`config.mk`:
```
export PLATFORM = sky130hd
export DESIGN_NAME = uart_fifo_flat
export DESIGN_NICKNAME = d
export VERILOG_FILES = /design/src/rtl/uart_pkg.sv /design/src/rtl/uart_fifo_if.sv /design/src/rtl/uart_fifo_sync_fifo.sv /design/src/rtl/uart_fifo.sv /design/src/flat_wrapper.sv
export SDC_FILE = /design/constraint.sdc
export NUM_CORES = 1
export LEC_CHECK = 0
export ABC_AREA = 1
export CAP_MARGIN = 0
export CELL_PAD_IN_SITES_DETAIL_PLACEMENT = 1
export CELL_PAD_IN_SITES_GLOBAL_PLACEMENT = 1
export CORE_AREA = 2 2 230 232
export CTS_CLUSTER_DIAMETER = 120
export CTS_CLUSTER_SIZE = 14
export DETAILED_ROUTE_END_ITERATION = 6
export DIE_AREA = 0 0 232 234
export DONT_BUFFER_PORTS = 1
export PLACE_DENSITY_LB_ADDON = 0.08
export SLEW_MARGIN = 20
export SYNTH_ARGS = -nofsm -noshare
export SYNTH_HDL_FRONTEND = slang
export SYNTH_SLANG_ARGS = --single-unit
```
`constraint.sdc`:
```
create_clock -name clk_96mhz -period 10.3 [get_ports clk_96mhz]
set_clock_uncertainty 0.2 [all_clocks]
set_input_delay 1.03 -clock clk_96mhz [delete_from_list [all_inputs] [get_ports clk_96mhz]]
set_output_delay 1.03 -clock clk_96mhz [all_outputs]
set_load 0.01 [all_outputs]
```
`src/rtl/uart_pkg.sv`:
```
// uart_pkg: shared constants, state encodings and helpers for the uart_fifo peripheral.
// Holds register word addresses, status-register bit positions, TX/RX FSM enums,
// the minimum baud divisor and the divisor clamp function.
package uart_pkg;

    // Word addresses on the memory bus
    localparam logic [3:0] REG_DATA = 4'd0;
    localparam logic [3:0] REG_STAT = 4'd1;
    localparam logic [3:0] REG_MS   = 4'd2;
    localparam logic [3:0] REG_DIV  = 4'd3;

    // Status register bit positions
    localparam int ST_TX_IDLE  = 0;
    localparam int ST_RX_VALID = 1;
    localparam int ST_TX_FULL  = 2;
    localparam int ST_RX_OVF   = 3;
    localparam int ST_RX_FERR  = 4;
    localparam int ST_TX_OVF   = 5;
    localparam int ST_IS_SIM   = 6;
    localparam int ST_RX_CNT   = 8;   // 8-bit field
    localparam int ST_TX_CNT   = 16;  // 8-bit field

    // Control register (write to REG_STAT) bit positions
    localparam int CTL_RX_POP  = 0;
    localparam int CTL_CLR     = 1;

    // Below 4 cycles/bit the RX half-bit start qualification degenerates
    localparam logic [15:0] DIV_MIN = 16'd4;

    typedef enum logic [1:0] {
        TX_IDLE  = 2'd0,
        TX_START = 2'd1,
        TX_DATA  = 2'd2,
        TX_STOP  = 2'd3
    } tx_state_e;

    typedef enum logic [1:0] {
        RX_IDLE  = 2'd0,
        RX_START = 2'd1,
        RX_DATA  = 2'd2,
        RX_STOP  = 2'd3
    } rx_state_e;

    function automatic logic [15:0] clamp_div(input logic [15:0] v);
        return (v < DIV_MIN) ? DIV_MIN : v;
    endfunction

endpackage

```
`src/rtl/uart_fifo_if.sv`:
```
// uart_fifo_if: CPU memory-bus port of the uart_fifo peripheral.
// Ports: m_sel (block select), m_addr (word address), m_data_i (write data),
//        m_data_o (read data), m_rd (level read qualifier), m_wr (write strobe).
interface uart_fifo_if;
    import uart_pkg::*;

    logic        m_sel;
    logic [3:0]  m_addr;
    logic [31:0] m_data_i;
    logic [31:0] m_data_o;
    logic        m_rd;
    logic        m_wr;

    modport master (output m_sel, m_addr, m_data_i, m_rd, m_wr, input m_data_o);
    modport slave  (input m_sel, m_addr, m_data_i, m_rd, m_wr, output m_data_o);

endinterface

```
`src/rtl/uart_fifo_sync_fifo.sv`:
```
// sync_fifo: single-clock FIFO with first-word fall-through head.
// Latency: a pushed word is visible on head_o the cycle after the push edge.
// Backpressure: push is dropped when full (judged before any same-cycle pop); pop is ignored when empty.
// Ports: clk_96mhz/rstn, push_i + push_dat_i, pop_i, head_o, full_o, empty_o, count_o.
module sync_fifo
    import uart_pkg::*;
#(
    parameter int WIDTH = 8,
    parameter int DEPTH = 16
) (
    input  logic                     clk_96mhz,
    input  logic                     rstn,
    input  logic                     push_i,
    input  logic [WIDTH-1:0]         push_dat_i,
    input  logic                     pop_i,
    output logic [WIDTH-1:0]         head_o,
    output logic                     full_o,
    output logic                     empty_o,
    output logic [$clog2(DEPTH):0]   count_o
);

    localparam int AW = $clog2(DEPTH);

    logic [WIDTH-1:0] mem_q [DEPTH];
    logic [AW-1:0]    wr_ptr_q;
    logic [AW-1:0]    rd_ptr_q;
    logic [AW:0]      count_q;
    logic             push_ok;
    logic             pop_ok;

    assign full_o  = (count_q == (AW+1)'(DEPTH));
    assign empty_o = (count_q == '0);
    assign count_o = count_q;
    assign head_o  = mem_q[rd_ptr_q];

    assign push_ok = push_i & ~full_o;
    assign pop_ok  = pop_i  & ~empty_o;

    // DEPTH is a power of two, so the pointers wrap on their own
    always_ff @(posedge clk_96mhz) begin
        if (!rstn) begin
            wr_ptr_q <= '0;
            rd_ptr_q <= '0;
            count_q  <= '0;
        end else begin
            if (push_ok) wr_ptr_q <= wr_ptr_q + AW'(1);
            if (pop_ok)  rd_ptr_q <= rd_ptr_q + AW'(1);
            count_q <= count_q + (AW+1)'(push_ok) - (AW+1)'(pop_ok);
        end
    end

    // Storage needs no reset: contents are only observed through valid pointers
    always_ff @(posedge clk_96mhz) begin
        if (push_ok) mem_q[wr_ptr_q] <= push_dat_i;
    end

endmodule

```
`src/rtl/uart_fifo.sv`:
```
// uart_fifo: buffered 8N1 UART (TX/RX FIFOs), sticky error flags, ms counter, programmable baud divisor.
// Latency: reads are combinational; TXD falls 2 cycles after a push into an idle TX path; rx_valid within 3 cycles of stop sample.
// Backpressure: none on the bus; TX push to full FIFO drops and sets tx_ovf, RX byte into full FIFO drops and sets rx_ovf.
// Ports: clk_96mhz, rstn (sync, active-low), bus_if (memory-bus slave), RXD (async serial in), TXD (serial out, idle high).
module uart_fifo
    import uart_pkg::*;
#(
    parameter int BAUD_DIV = 96,
    parameter int TX_DEPTH = 16,
    parameter int RX_DEPTH = 16,
    parameter int MS_DIV   = 96000
) (
    input  logic       clk_96mhz,
    input  logic       rstn,
    uart_fifo_if.slave bus_if,
    input  logic       RXD,
    output logic       TXD
);

`ifdef __ICARUS__
    localparam logic IS_SIM = 1'b1;
`else
    localparam logic IS_SIM = 1'b0;
`endif

    localparam logic [31:0] MS_LAST = 32'(MS_DIV - 1);

    // ---------------------------------------------------------------- bus decode
    logic wr_en, wr_data, wr_stat, wr_ms, wr_div;
    logic flag_clr, rx_pop;

    assign wr_en    = bus_if.m_sel & bus_if.m_wr;
    assign wr_data  = wr_en & (bus_if.m_addr == REG_DATA);
    assign wr_stat  = wr_en & (bus_if.m_addr == REG_STAT);
    assign wr_ms    = wr_en & (bus_if.m_addr == REG_MS);
    assign wr_div   = wr_en & (bus_if.m_addr == REG_DIV);
    assign flag_clr = wr_stat & bus_if.m_data_i[CTL_CLR];
    assign rx_pop   = wr_stat & bus_if.m_data_i[CTL_RX_POP];

    // The read qualifier is a level, so reads are side-effect free and it is not needed
    logic unused_ok;
    assign unused_ok = bus_if.m_rd;

    // ---------------------------------------------------------------- FIFOs
    logic [7:0]                   tx_head, rx_head;
    logic                         tx_full, tx_empty, rx_full, rx_empty;
    logic [$clog2(TX_DEPTH):0]    tx_count;
    logic [$clog2(RX_DEPTH):0]    rx_count;
    logic                         tx_pop, rx_push;
    logic [7:0]                   rx_shift_q;

    sync_fifo #(.WIDTH(8), .DEPTH(TX_DEPTH)) u_tx_fifo (
        .clk_96mhz  (clk_96mhz),
        .rstn       (rstn),
        .push_i     (wr_data),
        .push_dat_i (bus_if.m_data_i[7:0]),
        .pop_i      (tx_pop),
        .head_o     (tx_head),
        .full_o     (tx_full),
        .empty_o    (tx_empty),
        .count_o    (tx_count)
    );

    sync_fifo #(.WIDTH(8), .DEPTH(RX_DEPTH)) u_rx_fifo (
        .clk_96mhz  (clk_96mhz),
        .rstn       (rstn),
        .push_i     (rx_push),
        .push_dat_i (rx_shift_q),
        .pop_i      (rx_pop),
        .head_o     (rx_head),
        .full_o     (rx_full),
        .empty_o    (rx_empty),
        .count_o    (rx_count)
    );

    // ---------------------------------------------------------------- baud divisor
    logic [15:0] div_q, div_d;

    always_comb begin
        div_d = div_q;
        if (wr_div) div_d = clamp_div(bus_if.m_data_i[15:0]);
    end

    always_ff @(posedge clk_96mhz) begin
        if (!rstn) div_q <= 16'(BAUD_DIV);
        else       div_q <= div_d;
    end

    // ---------------------------------------------------------------- TX FSM
    tx_state_e   tx_state_q;
    logic [15:0] tx_cnt_q;
    logic [15:0] tx_div_q;     // divisor frozen for the frame in flight
    logic [7:0]  tx_shift_q;
    logic [2:0]  tx_bit_q;
    logic        txd_q;
    logic        tx_tick;

    assign tx_tick = (tx_cnt_q == tx_div_q - 16'd1);

    // Fetch at IDLE, or at the last STOP cycle so consecutive frames abut
    always_comb begin
        tx_pop = 1'b0;
        if (!tx_empty) begin
            if (tx_state_q == TX_IDLE)              tx_pop = 1'b1;
            if (tx_state_q == TX_STOP && tx_tick)   tx_pop = 1'b1;
        end
    end

    // txd_q is a registered decode of the current state, so the line trails the state by one cycle
    always_ff @(posedge clk_96mhz) begin
        if (!rstn) begin
            tx_state_q <= TX_IDLE;
            tx_cnt_q   <= '0;
            tx_div_q   <= 16'(BAUD_DIV);
            tx_shift_q <= '0;
            tx_bit_q   <= '0;
            txd_q      <= 1'b1;
        end else begin
            case (tx_state_q)
                TX_IDLE: begin
                    txd_q <= 1'b1;
                    if (tx_pop) begin
                        tx_shift_q <= tx_head;
                        tx_div_q   <= div_q;
                        tx_cnt_q   <= '0;
                        tx_state_q <= TX_START;
                    end
                end
                TX_START: begin
                    txd_q <= 1'b0;
                    if (tx_tick) begin
                        tx_cnt_q   <= '0;
                        tx_bit_q   <= '0;
                        tx_state_q <= TX_DATA;
                    end else begin
                        tx_cnt_q <= tx_cnt_q + 16'd1;
                    end
                end
                TX_DATA: begin
                    txd_q <= tx_shift_q[0];
                    if (tx_tick) begin
                        tx_cnt_q   <= '0;
                        tx_shift_q <= {1'b0, tx_shift_q[7:1]};
                        if (tx_bit_q == 3'd7) tx_state_q <= TX_STOP;
                        else                  tx_bit_q   <= tx_bit_q + 3'd1;
                    end else begin
                        tx_cnt_q <= tx_cnt_q + 16'd1;
                    end
                end
                TX_STOP: begin
                    txd_q <= 1'b1;
                    if (tx_tick) begin
                        tx_cnt_q <= '0;
                        if (tx_pop) begin
                            tx_shift_q <= tx_head;
                            tx_div_q   <= div_q;
                            tx_state_q <= TX_START;
                        end else begin
                            tx_state_q <= TX_IDLE;
                        end
                    end else begin
                        tx_cnt_q <= tx_cnt_q + 16'd1;
                    end
                end
                default: tx_state_q <= TX_IDLE;
            endcase
        end
    end

    assign TXD = txd_q;

    // ---------------------------------------------------------------- RX FSM
    logic        rxd_s1_q, rxd_s2_q;
    rx_state_e   rx_state_q;
    logic [15:0] rx_cnt_q;
    logic [15:0] rx_div_q;
    logic [2:0]  rx_bit_q;
    logic        rx_tick, rx_half_tick, rx_stop_smp;

    assign rx_tick      = (rx_cnt_q == rx_div_q - 16'd1);
    assign rx_half_tick = (rx_cnt_q == (rx_div_q >> 1) - 16'd1);
    assign rx_stop_smp  = (rx_state_q == RX_STOP) && rx_tick;

    // Framing error takes priority: a bad frame is never counted as an overrun
    assign rx_push = rx_stop_smp & rxd_s2_q & ~rx_full;

    always_ff @(posedge clk_96mhz) begin
        if (!rstn) begin
            rxd_s1_q   <= 1'b1;
            rxd_s2_q   <= 1'b1;
            rx_state_q <= RX_IDLE;
            rx_cnt_q   <= '0;
            rx_div_q   <= 16'(BAUD_DIV);
            rx_bit_q   <= '0;
            rx_shift_q <= '0;
        end else begin
            rxd_s1_q <= RXD;
            rxd_s2_q <= rxd_s1_q;
            case (rx_state_q)
                RX_IDLE: begin
                    if (!rxd_s2_q) begin
                        rx_div_q   <= div_q;
                        rx_cnt_q   <= '0;
                        rx_state_q <= RX_START;
                    end
                end
                // Low must persist half a bit; afterwards sampling lands on bit centres
                RX_START: begin
                    if (rxd_s2_q) begin
                        rx_state_q <= RX_IDLE;
                    end else if (rx_half_tick) begin
                        rx_cnt_q   <= '0;
                        rx_bit_q   <= '0;
                        rx_state_q <= RX_DATA;
                    end else begin
                        rx_cnt_q <= rx_cnt_q + 16'd1;
                    end
                end
                RX_DATA: begin
                    if (rx_tick) begin
                        rx_cnt_q   <= '0;
                        rx_shift_q <= {rxd_s2_q, rx_shift_q[7:1]};
                        if (rx_bit_q == 3'd7) rx_state_q <= RX_STOP;
                        else                  rx_bit_q   <= rx_bit_q + 3'd1;
                    end else begin
                        rx_cnt_q <= rx_cnt_q + 16'd1;
                    end
                end
                RX_STOP: begin
                    if (rx_tick) begin
                        rx_cnt_q   <= '0;
                        rx_state_q <= RX_IDLE;
                    end else begin
                        rx_cnt_q <= rx_cnt_q + 16'd1;
                    end
                end
                default: rx_state_q <= RX_IDLE;
            endcase
        end
    end

    // ---------------------------------------------------------------- sticky flags
    logic rx_ovf_q, rx_ferr_q, tx_ovf_q;
    logic rx_ovf_d, rx_ferr_d, tx_ovf_d;

    // Set terms are OR-ed after the clear so a same-cycle set survives
    always_comb begin
        rx_ovf_d  = (rx_ovf_q  & ~flag_clr) | (rx_stop_smp & rxd_s2_q & rx_full);
        rx_ferr_d = (rx_ferr_q & ~flag_clr) | (rx_stop_smp & ~rxd_s2_q);
        tx_ovf_d  = (tx_ovf_q  & ~flag_clr) | (wr_data & tx_full);
    end

    always_ff @(posedge clk_96mhz) begin
        if (!rstn) begin
            rx_ovf_q  <= 1'b0;
            rx_ferr_q <= 1'b0;
            tx_ovf_q  <= 1'b0;
        end else begin
            rx_ovf_q  <= rx_ovf_d;
            rx_ferr_q <= rx_ferr_d;
            tx_ovf_q  <= tx_ovf_d;
        end
    end

    // ---------------------------------------------------------------- ms counter
    logic [31:0] ms_timer_q, ms_timer_d;
    logic [31:0] ms_counter_q, ms_counter_d;

    always_comb begin
        ms_timer_d   = ms_timer_q + 32'd1;
        ms_counter_d = ms_counter_q;
        if (wr_ms) begin
            ms_timer_d   = '0;
            ms_counter_d = bus_if.m_data_i;
        end else if (ms_timer_q == MS_LAST) begin
            ms_timer_d   = '0;
            ms_counter_d = ms_counter_q + 32'd1;
        end
    end

    always_ff @(posedge clk_96mhz) begin
        if (!rstn) begin
            ms_timer_q   <= '0;
            ms_counter_q <= '0;
        end else begin
            ms_timer_q   <= ms_timer_d;
            ms_counter_q <= ms_counter_d;
        end
    end

    // ---------------------------------------------------------------- read mux
    logic [31:0] rd_dat;

    always_comb begin
        rd_dat = '0;
        if (bus_if.m_sel) begin
            case (bus_if.m_addr)
                REG_DATA: rd_dat = {23'b0, ~rx_empty, rx_head};
                REG_STAT: begin
                    rd_dat[ST_TX_IDLE]      = tx_empty & (tx_state_q == TX_IDLE);
                    rd_dat[ST_RX_VALID]     = ~rx_empty;
                    rd_dat[ST_TX_FULL]      = tx_full;
                    rd_dat[ST_RX_OVF]       = rx_ovf_q;
                    rd_dat[ST_RX_FERR]      = rx_ferr_q;
                    rd_dat[ST_TX_OVF]       = tx_ovf_q;
                    rd_dat[ST_IS_SIM]       = IS_SIM;
                    rd_dat[ST_RX_CNT +: 8]  = 8'(rx_count);
                    rd_dat[ST_TX_CNT +: 8]  = 8'(tx_count);
                end
                REG_MS:   rd_dat = ms_counter_q;
                REG_DIV:  rd_dat = {16'b0, div_q};
                default:  rd_dat = '0;
            endcase
        end
    end

    assign bus_if.m_data_o = rd_dat;

endmodule

```
`src/flat_wrapper.sv`:
```
// flat-port wrapper written by rule: the top's interface ports become plain ports
module uart_fifo_flat import uart_pkg::*;
#(
    parameter int BAUD_DIV = 96,
    parameter int TX_DEPTH = 16,
    parameter int RX_DEPTH = 16,
    parameter int MS_DIV   = 96000
)
  (clk_96mhz, rstn, RXD, TXD, bus_if_m_sel, bus_if_m_addr, bus_if_m_data_i, bus_if_m_rd, bus_if_m_wr, bus_if_m_data_o);
  uart_fifo_if bus_if_i ();
  input  logic clk_96mhz;
  input  logic rstn;
  input  logic RXD;
  output logic TXD;
  input wire logic [$bits(bus_if_i.m_sel)-1:0] bus_if_m_sel;
  input wire logic [$bits(bus_if_i.m_addr)-1:0] bus_if_m_addr;
  input wire logic [$bits(bus_if_i.m_data_i)-1:0] bus_if_m_data_i;
  input wire logic [$bits(bus_if_i.m_rd)-1:0] bus_if_m_rd;
  input wire logic [$bits(bus_if_i.m_wr)-1:0] bus_if_m_wr;
  output wire logic [$bits(bus_if_i.m_data_o)-1:0] bus_if_m_data_o;
  assign bus_if_i.m_sel = bus_if_m_sel;
  assign bus_if_i.m_addr = bus_if_m_addr;
  assign bus_if_i.m_data_i = bus_if_m_data_i;
  assign bus_if_i.m_rd = bus_if_m_rd;
  assign bus_if_i.m_wr = bus_if_m_wr;
  assign bus_if_m_data_o = bus_if_i.m_data_o;
  uart_fifo #(.BAUD_DIV(BAUD_DIV), .TX_DEPTH(TX_DEPTH), .RX_DEPTH(RX_DEPTH), .MS_DIV(MS_DIV)) u_core (.clk_96mhz(clk_96mhz), .rstn(rstn), .bus_if(bus_if_i), .RXD(RXD), .TXD(TXD));
endmodule
```
* After elaboration in Yosys (flattened, before gate mapping)
Memories as Yosys holds them, arrays and structs flattened. A register that Yosys moved wholly into a read port is not among the register bits. Index checks and enable logic that the tools add are counted.
Cells by class: $add $sub $neg 17, multiply operators 0, div/mod/pow operators 0, order comparisons 1, equal/unequal tests 31, shift operators 0, multiplexer cells 58, bitwise gates (word level) 30, reductions and logical operators 25
Operators by type and width (number):
- $mux 16 | 9
- $mux 32 | 3
- $add 32x1->32 const B | 2
- $pmux 16 s2 | 2
- $pmux 16 s4 | 1
- $eq 16x16->1 | 3
- $pmux 16 s3 | 1
- $add 16x1->16 const B | 2
- $eq 32x17->1 const B | 1
- $mux 8 | 4
- $sub 16x1->16 const B | 2
- $pmux 7 s4 | 1
- $pmux 8 s3 | 1
- $mux 2 | 11
- $mux 3 | 7
- $and 1x1->1 | 20
- $add 4x1->4 const B | 4
- $lt 16x3->1 const B | 1
- $mux 4 | 4
- $ne 2x1->1 const B | 8
- $pmux 2 s4 | 2
- $sub 15x1->16 const B | 1
- $reduce_and 5->1 | 3
- $pmux 3 s2 | 2
- other kinds (26) | 67
Storage, ports and cells: flip-flop bits (word level) 202, bits in latches 0, bits in writable memories 256, bits in read-only memories 0, bits of input ports 42, output and inout port bits 33, logic and storage cells 189, memories 2
Memories:
- u_core.u_rx_fifo.mem_q | words 16, width 8, read ports 1, clocked after memory_dff 1, wr ports 1, RTL line uart_fifo_sync_fifo.sv:24 | logic [WIDTH-1:0] mem_q [DEPTH];
- u_core.u_tx_fifo.mem_q | words 16, width 8, read ports 1, clocked after memory_dff 1, wr ports 1, RTL line uart_fifo_sync_fifo.sv:24

* Logic depth before layout (Yosys ltp)
Gate-level depths: netlist (run 1).
depth after elaboration 8, depth in mapped cells 23, mapped depth without buffers 23

* Cells and area by module
From an unflattened synthesis (run 1), not the netlist that was laid out.
Unflattened totals: cell total of the unflattened synthesis 3071, area, all modules 24315.8 um^2
Modules (own cells, without submodules):
- sync_fifo | instances 2, cells an instance 651, area each 6436.2 um^2, seq. area each 4184.0 um^2
- uart_fifo | instances 1, cells an instance 1769, area each 11443.5 um^2, seq. area each 3523.4 um^2

* Worst setup path before layout (run 1)
OpenSTA, ideal clock, no wires.
path type in2out, from input port bus_if_m_addr[3], to output port bus_if_m_data_o[2], arrival time 2.356 ns, required time 9.070 ns, slack 6.714 ns, cell stages on the path 8, path buffers 1, cells stage by stage nor2_2 -> inv_1 -> nor3_1 -> inv_1 -> clkbuf_1 -> nor2_1 -> a21oi_1 -> a31oi_1
On the way: longest elaborated chain between the ends 3, elaborated cells between the ends (all ways) 6, classes of those cells eq/ne (3); mux (2); reduce/logical (1)
Ends and longest elaborated chain:
- start: declaration | RTL line flat_wrapper.sv:16 | input wire logic [$bits(bus_if_i.m_addr)-1:0] bus_if_m_addr;
- $eq 4x2->1 (tied with other cells) | RTL line uart_fifo.sv:297 | case (bus_if.m_addr)
- $pmux 7 s4 * | RTL line uart_fifo.sv:297
- $mux 32 * | RTL line uart_fifo.sv:296 | if (bus_if.m_sel) begin
- end: declaration | RTL line flat_wrapper.sv:20 | output wire logic [$bits(bus_if_i.m_data_o)-1:0] bus_if_m_data_o;
Every way passes the cells marked *; elsewhere a longest branch is shown, timed or not.

* Final worst setup path (run 1)
from input port bus_if_m_addr[3], to output port bus_if_m_data_o[12]
On the way: longest elaborated chain between the ends 3, elaborated cells between the ends (all ways) 6, classes of those cells eq/ne (3); mux (2); reduce/logical (1)
Ends and longest elaborated chain (RTL line):
- $eq 4x2->1 (tied with other cells) | uart_fifo.sv:297
- $pmux 16 s4 * | uart_fifo.sv:297
- $mux 32 * | uart_fifo.sv:296
Marks and branches as above.

==> impl.org, run 1 <==
** CTS
- The clock reaches the later pin of the worst-skew pair after 570 ps.
- H-tree level count :: 2
- Clk buf depth :: 3
- Clock root cell :: sky130_fd_sc_hd__clkbuf_16
- The number of hold buffers added after CTS was 0.
- For this design, the sink count on the clock tree is 466.
- Buffers inserted during clock tree synthesis total 39.
- In this run, post-CTS repair resized a total of 0 instances.
- After clock tree synthesis, the clock-pin slew on the worst setup and hold paths is 70 ps.
- TritonCTS built the clock tree.
- After clock tree synthesis, the setup repair step added 0 buffers.

** Placement
- OpenSTA, run right after detailed placement, puts the worst setup slack at 5490 ps.
- The congestion estimate from routability-driven global placement came to 0.861.
- Estimated wirelength of the detail-placed design :: 47900 um
- The count of buffers added on input and output ports is 0.
- Summing all placed instances gives a cell area of 23600 um^2.

** Power
- Power spread over the standard cell area amounts to 182 nW/um^2.
- After layout, the design draws a total of 4500 uW.
- IR analysis of the VDD net gives a maximum drop of 0.000107 V.
- In this run the static leakage power is 0.00937 uW.

** Cells and area
- Cells fill 47.6% of the core in the end.
- Fin area :: 24700 um^2
- Area growth from synthesis to layout :: 7.06%
- Proportion of layout cells with a drive suffix above 1 :: 4.12%
- After the last flow step, the layout net total stands at 2758.
- Antenna diode instance count :: 0

** Floorplan
- The core region is 52000 um^2.
- Overall die height :: 234 um
- Initial core utilization :: 44.4%
- Horizontal extent of the die :: 232 um
- Total Die Area :: 54300 um^2
- Rows :: 84
- Top-level I/O count :: 75

** Min path
- Path class of the lowest-slack min-delay path :: reg -> reg

** STA
- The final-report hold violation count was 0.
- Crit path setup slack, layout :: 5520 ps
- Setup TNS :: 0 ps
- Fmax achieved :: 209 MHz
- Count of pins over their slew limit :: 0
- Final period utilization :: 46.4%
- The worst path needs 4780 ps of the cycle, external delays included.
- For the pin with the worst max-slew slack, the measured transition is 1080 ps.
- Measured against its own limit, the worst slew margin works out to 27.8%.
- Setup repair after global routing left no endpoint under its margin.
- Final-report setup violation count :: 0

** Global route
- Entering global routing, the biggest net connects 98 pins.
- Via count of the first global-routing pass :: 19300
- The first global-routing pass estimated 108000 um of wire.
- Gr ovfl total :: 0
- In the global route stage, overall resource usage came out at 25.4%.
- The number of antenna violations at the first check in global routing came to 0.

** Logic synthesis
- sky130_fd_sc_hd__edfxtp_1 takes more of the synthesized area than any other cell.
- sky130_fd_sc_hd__nand2_1 is the most common cell in the netlist.
- Counting instances in the post-synthesis netlist gives the leading cell types as sky130_fd_sc_hd__nand2_1 (462), sky130_fd_sc_hd__nor2_1 (410), sky130_fd_sc_hd__inv_1 (285).
- Among all flip-flop cells after synthesis, the most frequent one is sky130_fd_sc_hd__edfxtp_1.
- Counting flops with an async set or reset pin after synthesis yields a share of 0%.
- Gate Count Post-Synth :: 2724
- Avg Synthesized Cell Area :: 8.48 um^2
- Ranked by total cell area, the synthesized netlist is headed by sky130_fd_sc_hd__edfxtp_1 (33%), sky130_fd_sc_hd__dfxtp_1 (18%), sky130_fd_sc_hd__nand2_1 (7.5%).
- Warning count from the yosys run :: 0
- The netlist uses 56 different library cells.
- In this run, synthesis inferred 256 flip-flops with an integrated enable.
- Synthesized netlist net count :: 2811
- Number of storage elements in the synthesis netlist :: 466
- Synthesized cell area :: 23100 um^2
- Top cell type's share of synthesized area :: 33.3%
- Sequential elements use 51.5% of the synthesized area.

** Detailed routing
- Metal3 WL :: 3450 um
- The detailed router finished its first iteration with 1070 violations.
- Uppermost layer routed :: met4
- The detailed router placed 18800 vias in this run.
- Avg WL per Cell :: 20.4 um
- Routed via count divided by cell count :: 5.57
- The first detailed-routing pass ran for 5 iterations.
- Detail Route Antenna Nets :: 0
- Total length of routed wires :: 68800 um
- Routed wire length on met2 :: 32100 um
- DRC Markers :: 0
- The detailed router put a total of 31800 um of wire on met1.

** Critical path
- The signal on the critical path passes through nor2_2 > inv_1 > nor3_1 > inv_1 > o221ai_1 > nand2_1 > inv_1.
- For this design, the slowest cell found on the critical path is sky130_fd_sc_hd__nor3_1.
- Worst-path maximum fanout :: 12
- The worst setup path is captured at an output pin.
- The critical path is of the in -> out type.
- Critical path data required time :: 9070 ps
- Worst path most repeated cell :: sky130_fd_sc_hd__inv_1
- Data arrival, critical path :: 3550 ps
- Largest incremental delay on the critical path :: 800 ps
- Type of origin of the critical path :: input port

** Run status
- Result of the run :: completed

** Run
- Max-cap violations in this run came to 0.
==> per-layer routing <==
metal / up-vias / track usage [%]
met1: 9317 / 34.6
met2: 364 / 42.2
met3: 79 / 4.30
li1: 9089 / -
met4: 0 / 6.39
met5: - / 0
==> through the flow <==
step,hold slack [ps],instances
3_3_place_gp,200,3318
3_5_place_dp,200,3318
4_1_cts,217,3381
6_report,214,3381
2_1_floorplan,193,2724
5_1_grt,236,3381
==> kinds of logic after synthesis <==
| group | count (synthesis) | share of synthesized area [%] |
|---|---|---|
| compound gates | 517 | 12.9 |
| xor+xnor | 92 | 3.55 |
| fa+ha+maj | 45 | 2.50 |
| buf+inv | 404 | 6.77 |
| flops | 466 | 51.5 |
| mux | 14 | 0.606 |
| simple gates | 1186 | 22.3 |
==> path summary, 6_finish.rpt <==
check,startpoint,to,slack (ps),depth (start not counted)
worst max-delay path,bus_if_m_addr[3],bus_if_m_data_o[12],5520,7
worst min-delay path,u_core.rxd_s1_q,u_core.rxd_s2_q,210,1
worst max register to register,u_core.rx_div_q[1],u_core.u_rx_fifo.count_o[4],6070,23
worst min register to register,u_core.rxd_s1_q,u_core.rxd_s2_q,210,1
==> worst max-delay path, delay by kind of cell <==
kind,cells,cell delay [ps]
AO/OA/AOI/OAI,1,480
AND/OR/NAND/NOR,3,1220
buffers and inverters,3,820
==> cell type report <==
type / instances / area [um^2]
clock inverter: 3 / 36.3
fill: 6178 / 27300
clock buffer: 60 / 1080
inverter: 296 / 1110
timing repair buffer: 14 / 105
sequential: 466 / 11900
tap: 688 / 861
multi-input combinational: 1854 / 9660
==> flip-flops by register name, indices dropped and copies added, names as in the netlist, 5 cells and up, named ones only <==
register / flops
u_core.u_rx_fifo.mem_q: 128
u_core.u_tx_fifo.mem_q: 128
u_core.ms_counter_q: 32
u_core.ms_timer_q: 32
u_core.div_q: 16
u_core.rx_cnt_q: 16
u_core.rx_div_q: 16
u_core.tx_cnt_q: 16
u_core.tx_div_q: 16
u_core.rx_shift_q: 8
u_core.tx_shift_q: 8
u_core.u_rx_fifo.count_o: 5
u_core.u_tx_fifo.count_o: 5
==> report_power, final <==
part	internal, uW	switching (uW)	total, uW	leakage [uW]
clock	723	685	1410	0.000534
sequential	2010	71.1	2080	0.00415
combinational	303	704	1010	0.00468
==> layout by cell type (no fill, tap or decap), types with 52 or more instances in the layout <==
| cell | n |
|---|---|
| sky130_fd_sc_hd__a21oi_1 | 165 |
| sky130_fd_sc_hd__dfxtp_1 | 207 |
| sky130_fd_sc_hd__edfxtp_1 | 256 |
| sky130_fd_sc_hd__inv_1 | 285 |
| sky130_fd_sc_hd__nand2_1 | 462 |
| sky130_fd_sc_hd__nand3_1 | 115 |
| sky130_fd_sc_hd__nand4_1 | 52 |
| sky130_fd_sc_hd__nor2_1 | 409 |
| sky130_fd_sc_hd__nor3_1 | 59 |
| sky130_fd_sc_hd__o21ai_0 | 207 |
| sky130_fd_sc_hd__xor2_1 | 77 |
No activity file was read; power rests on OpenSTA's default activity.
==> inputs of run 2 (changes only) <==
- clock period: 10.3 -> 4.59 ns (I/O delays scaled with it)
==> run 2 against run 1 <==
Compared with the run above: die area unchanged; wire length increased by 1.1%; non-clock buffer count increased by 47; highest routed layer is now met5; critical endpoint is now u_core.u_rx_fifo.count_o[4]; total power increased by 130%; global-route usage increased by 0.25 points; setup slack got worse by 5100 ps; flip-flop and latch count unchanged; largest power group unchanged.
==> impl.org, run 2 (synthesized netlist as in run 1, its figures left out) <==
** CTS
- The number of buffers inserted by post-CTS setup repair came to 0 (unchanged).
- The H-tree level count was 2 (unchanged).
- Clock tree from TritonCTS :: built (unchanged)
- The sink count of the clock tree was 466 (unchanged).
- Clock latency of the later-clocked register in the worst-skew pair :: 570 ps (about the same)
- Clock root cell :: sky130_fd_sc_hd__clkbuf_16 (unchanged)
- Reg clk slew, reported paths :: 70 ps (about the same)
- Clock buffer count from CTS :: 39 (unchanged)
- Clk buf depth :: 3 (unchanged)

** Critical path
- The arrival time of the worst setup path is 4480 ps (was 3550 ps).
- The gate family responsible for the most delay along the worst path was simple AND/OR/NAND/NOR gates (unchanged).
- The worst path buffer plus inverter count is 3 (unchanged).
- Slowest cell on crit path :: sky130_fd_sc_hd__fa_1 (was sky130_fd_sc_hd__nor3_1)
- Type of origin of the critical path :: flip-flop (was input port)
- The maximum cell stage delay along the critical path is 410 ps (was 800 ps).
- Critical path data required time :: 4890 ps (was 9070 ps)
- Ordered cell list for the critical path :: inv_1 > ha_1 > inv_1 > nor2_1 > nand2_1 > nor2_1 > nand3b_1 > nand2_1 > nand2_1 > nand3b_1 > nor2_1 > nand4_1 > nor2_4 > nand3_1 > ha_1 > inv_1 > ha_1 > fa_1 > nand2_1 > a21oi_1 > nor2_1 > o21ai_0 > a21oi_1 (was nor2_2 > inv_1 > nor3_1 > inv_1 > o221ai_1 > nand2_1 > inv_1)
- The class of the most critical setup path was reg -> reg (was in -> out).
- The biggest fanout along the worst timing path was 6 (was 12).
- Capturing element type of the critical path :: flip-flop (was output pin)

** Cells and area
- The final-stage net count was 2805 (was 2758).
- Area growth from synthesis to layout :: 9.11% (was 7.06%)
- The fraction of final layout cells with drive strength greater than 1 was 4.45% (was 4.12%).
- Leading cell type in the layout, fill and taps excluded :: sky130_fd_sc_hd__nand2_1 (unchanged)
- Largest registers: u_core.u_rx_fifo.mem_q (128), u_core.u_tx_fifo.mem_q (128) (unchanged).
- Most frequent cells in the layout: sky130_fd_sc_hd__nand2_1 (462), sky130_fd_sc_hd__nor2_1 (410), sky130_fd_sc_hd__inv_1 (285) (was sky130_fd_sc_hd__nand2_1 (462), sky130_fd_sc_hd__nor2_1 (409), sky130_fd_sc_hd__inv_1 (285)).
- Fin area :: 25200 um^2 (was 24700 um^2)

** Detailed routing
- Initial DRC Count :: 1319 (was 1070)
- Avg WL per Cell :: 20.3 um (was 20.4 um)
- The overall via count from detail_route came to 19100 (was 18800).
- The post-detailed-route via-to-cell ratio was 5.55 (was 5.57).
- The detailed-router iteration count before antenna repair came to 7 (was 5).
- Detail Route Antenna Nets :: 0 (unchanged)
- DRC Markers :: 0 (unchanged)
- The detailed-route wire length is 69600 um (was 68800 um).

** Min path
- The type of the most critical hold path is in -> reg (was reg -> reg).

** STA
- Derived from the worst setup path, the maximum achievable clock frequency is 239 MHz.
- The final-report hold violation count is 0 (unchanged).
- Count of pins over their slew limit :: 0 (unchanged)
- Final-report setup violation count :: 0 (unchanged)
- Worst Tran Pin Value :: 1110 ps (was 1080 ps)
- Unrepaired setup endpoints after global routing :: false (unchanged)
- Final period utilization :: 91.1%
- The final hold slack is 78.8 ps (was 214 ps).
- Setup TNS :: 0 ps (unchanged)
- Slew headroom :: 25.7% (was 27.8%)
- Shortest clock period the worst path allows after layout :: 4180 ps

** Global route
- The wire length of the first global-routing pass came to 109000 um (was 108000 um).
- Global-route usage over all layers :: 25.7% (was 25.4%)
- The aggregate global routing overflow was 0 (unchanged).
- Maximum number of pins on one net before global-route repair :: 96 (was 98)
- Number of antenna violations at the first check in global routing :: 3 (was 0)
- Via count of the first global-routing pass :: 19400 (was 19300)

** Placement
- Estimated wirelength of the detail-placed design :: 48500 um (was 47900 um)
- Instance area after placement :: 23700 um^2 (was 23600 um^2)
- Port Buffer Count :: 0 (unchanged)
- The placer's final routability congestion estimate was 0.857 (was 0.861).

** Floorplan
- The initial core utilization is 44.4% (unchanged).
- The die area was 54300 um^2 (unchanged).
- The boundary pin count is 75 (unchanged).
- Overall die height :: 234 um (unchanged)
- The core outline area was 52000 um^2 (unchanged).
- Rows :: 84 (unchanged)
- The die boundary width is 232 um (unchanged).

** Power
- Switching fraction of total power :: 32.8% (was 32.4%)
- Power share of the combinational group :: 23.0% (was 22.4%)
- The switching power was 3350 uW (was 1460 uW).
- Leakage :: 0.00960 uW (was 0.00937 uW)
- Cell area power density :: 404 nW/um^2 (was 182 nW/um^2)
- The clock network fraction of total power is 31.0% (was 31.3%).
- The internal cell power came to 6850 uW (was 3040 uW).
- The maximum ir drop on the vdd rail came to 0.000269 V (was 0.000107 V).
- Proportion of power drawn by flip-flops and latches :: 46.0% (was 46.3%)

** Run status
- Result of the run: completed (unchanged).

** Run
- Maxcap violations :: 0 (unchanged)
-- run 2: changes by cell type in the layout (fill, tap and decap cells not counted), sizes merged --
cell and change:
buf +12, clkbuf +1, clkinv +1, diode +2, dlygate4sd3 +35, inv -1
-- run 2: area by class of cell --
cell class | instances | area [um^2]
clock buffers | 61 | 1080
well taps | 688 | 861
fillers | 6117 | 26800
inverters | 296 | 1110
clock inverters | 3 | 36.3
flip-flops and latches | 466 | 11900
repair buffers | 61 | 566
diodes | 2 | 5.00
multi-input cells | 1854 | 9660
-- run 2: what timing repair did --
action                                 CTS  global route
resized for setup                        0             1
setup endpoints to repair                0             1
endpoints found under the hold margin  257             0
hold buffers                            36             0
-- run 2: per-layer routing --
layer | vias to the layer above | share of wire [%] | global-route usage [%]
li1 | 9206 | - | -
met1 | 9403 | 46 | 34.6
met2 | 346 | 47 | 42.8
met3 | 91 | 4.5 | 4.35
met4 | 4 | 2.3 | 6.79
met5 | - | 0.039 | 0
-- run 2: final timing paths --
kind	from	slack, ps	depth (start not counted)	to
hold reg to reg	u_core.rxd_s1_q	220	1	u_core.rxd_s2_q
hold / removal	bus_if_m_data_i[8]	80	4	u_core.div_q[0]
setup reg to reg	u_core.rx_div_q[1]	410	23	u_core.u_rx_fifo.count_o[4]
setup / recovery	u_core.rx_div_q[1]	410	23	u_core.u_rx_fifo.count_o[4]
-- run 2: stage by stage --
stage	setup WS [ps]	total power, uW	utilization (%)	instances
after floorplan	1150	6460	-	2724
after CTS	369	10300	48.4	3429
after global routing	26.4	10700	48.5	3431
after detailed placement	452	7040	45.6	3329
final	408	10200	48.5	3431
after global placement	596	6950	45.6	3329
-- run 2: worst reg2reg max path: stages (launching register included) --
cell                       delay, ps
sky130_fd_sc_hd__dfxtp_1         310
sky130_fd_sc_hd__inv_1           160
sky130_fd_sc_hd__ha_1            320
sky130_fd_sc_hd__inv_1            90
sky130_fd_sc_hd__nor2_1          230
sky130_fd_sc_hd__nand2_1         160
sky130_fd_sc_hd__nor2_1          190
sky130_fd_sc_hd__nand3b_1        100
sky130_fd_sc_hd__nand2_1          90
sky130_fd_sc_hd__nand2_1          80
sky130_fd_sc_hd__nand3b_1        160
sky130_fd_sc_hd__nor2_1          100
sky130_fd_sc_hd__nand4_1         150
sky130_fd_sc_hd__nor2_4          200
sky130_fd_sc_hd__nand3_1         100
sky130_fd_sc_hd__ha_1            310
sky130_fd_sc_hd__inv_1            40
sky130_fd_sc_hd__ha_1            190
sky130_fd_sc_hd__fa_1            410
sky130_fd_sc_hd__nand2_1          90
sky130_fd_sc_hd__a21oi_1          60
sky130_fd_sc_hd__nor2_1          140
sky130_fd_sc_hd__o21ai_0         110
sky130_fd_sc_hd__a21oi_1         130
-- run 2: power by group through the flow --
stage               Sequential, uW  Clock (uW)  Combinational [uW]
floorplan                     4710           0                1750
global placement              4770           0                2180
detailed placement            4780           0                2270
CTS                           4680        3240                2350
global route                  4710        3380                2660
finish                        4690        3160                2340
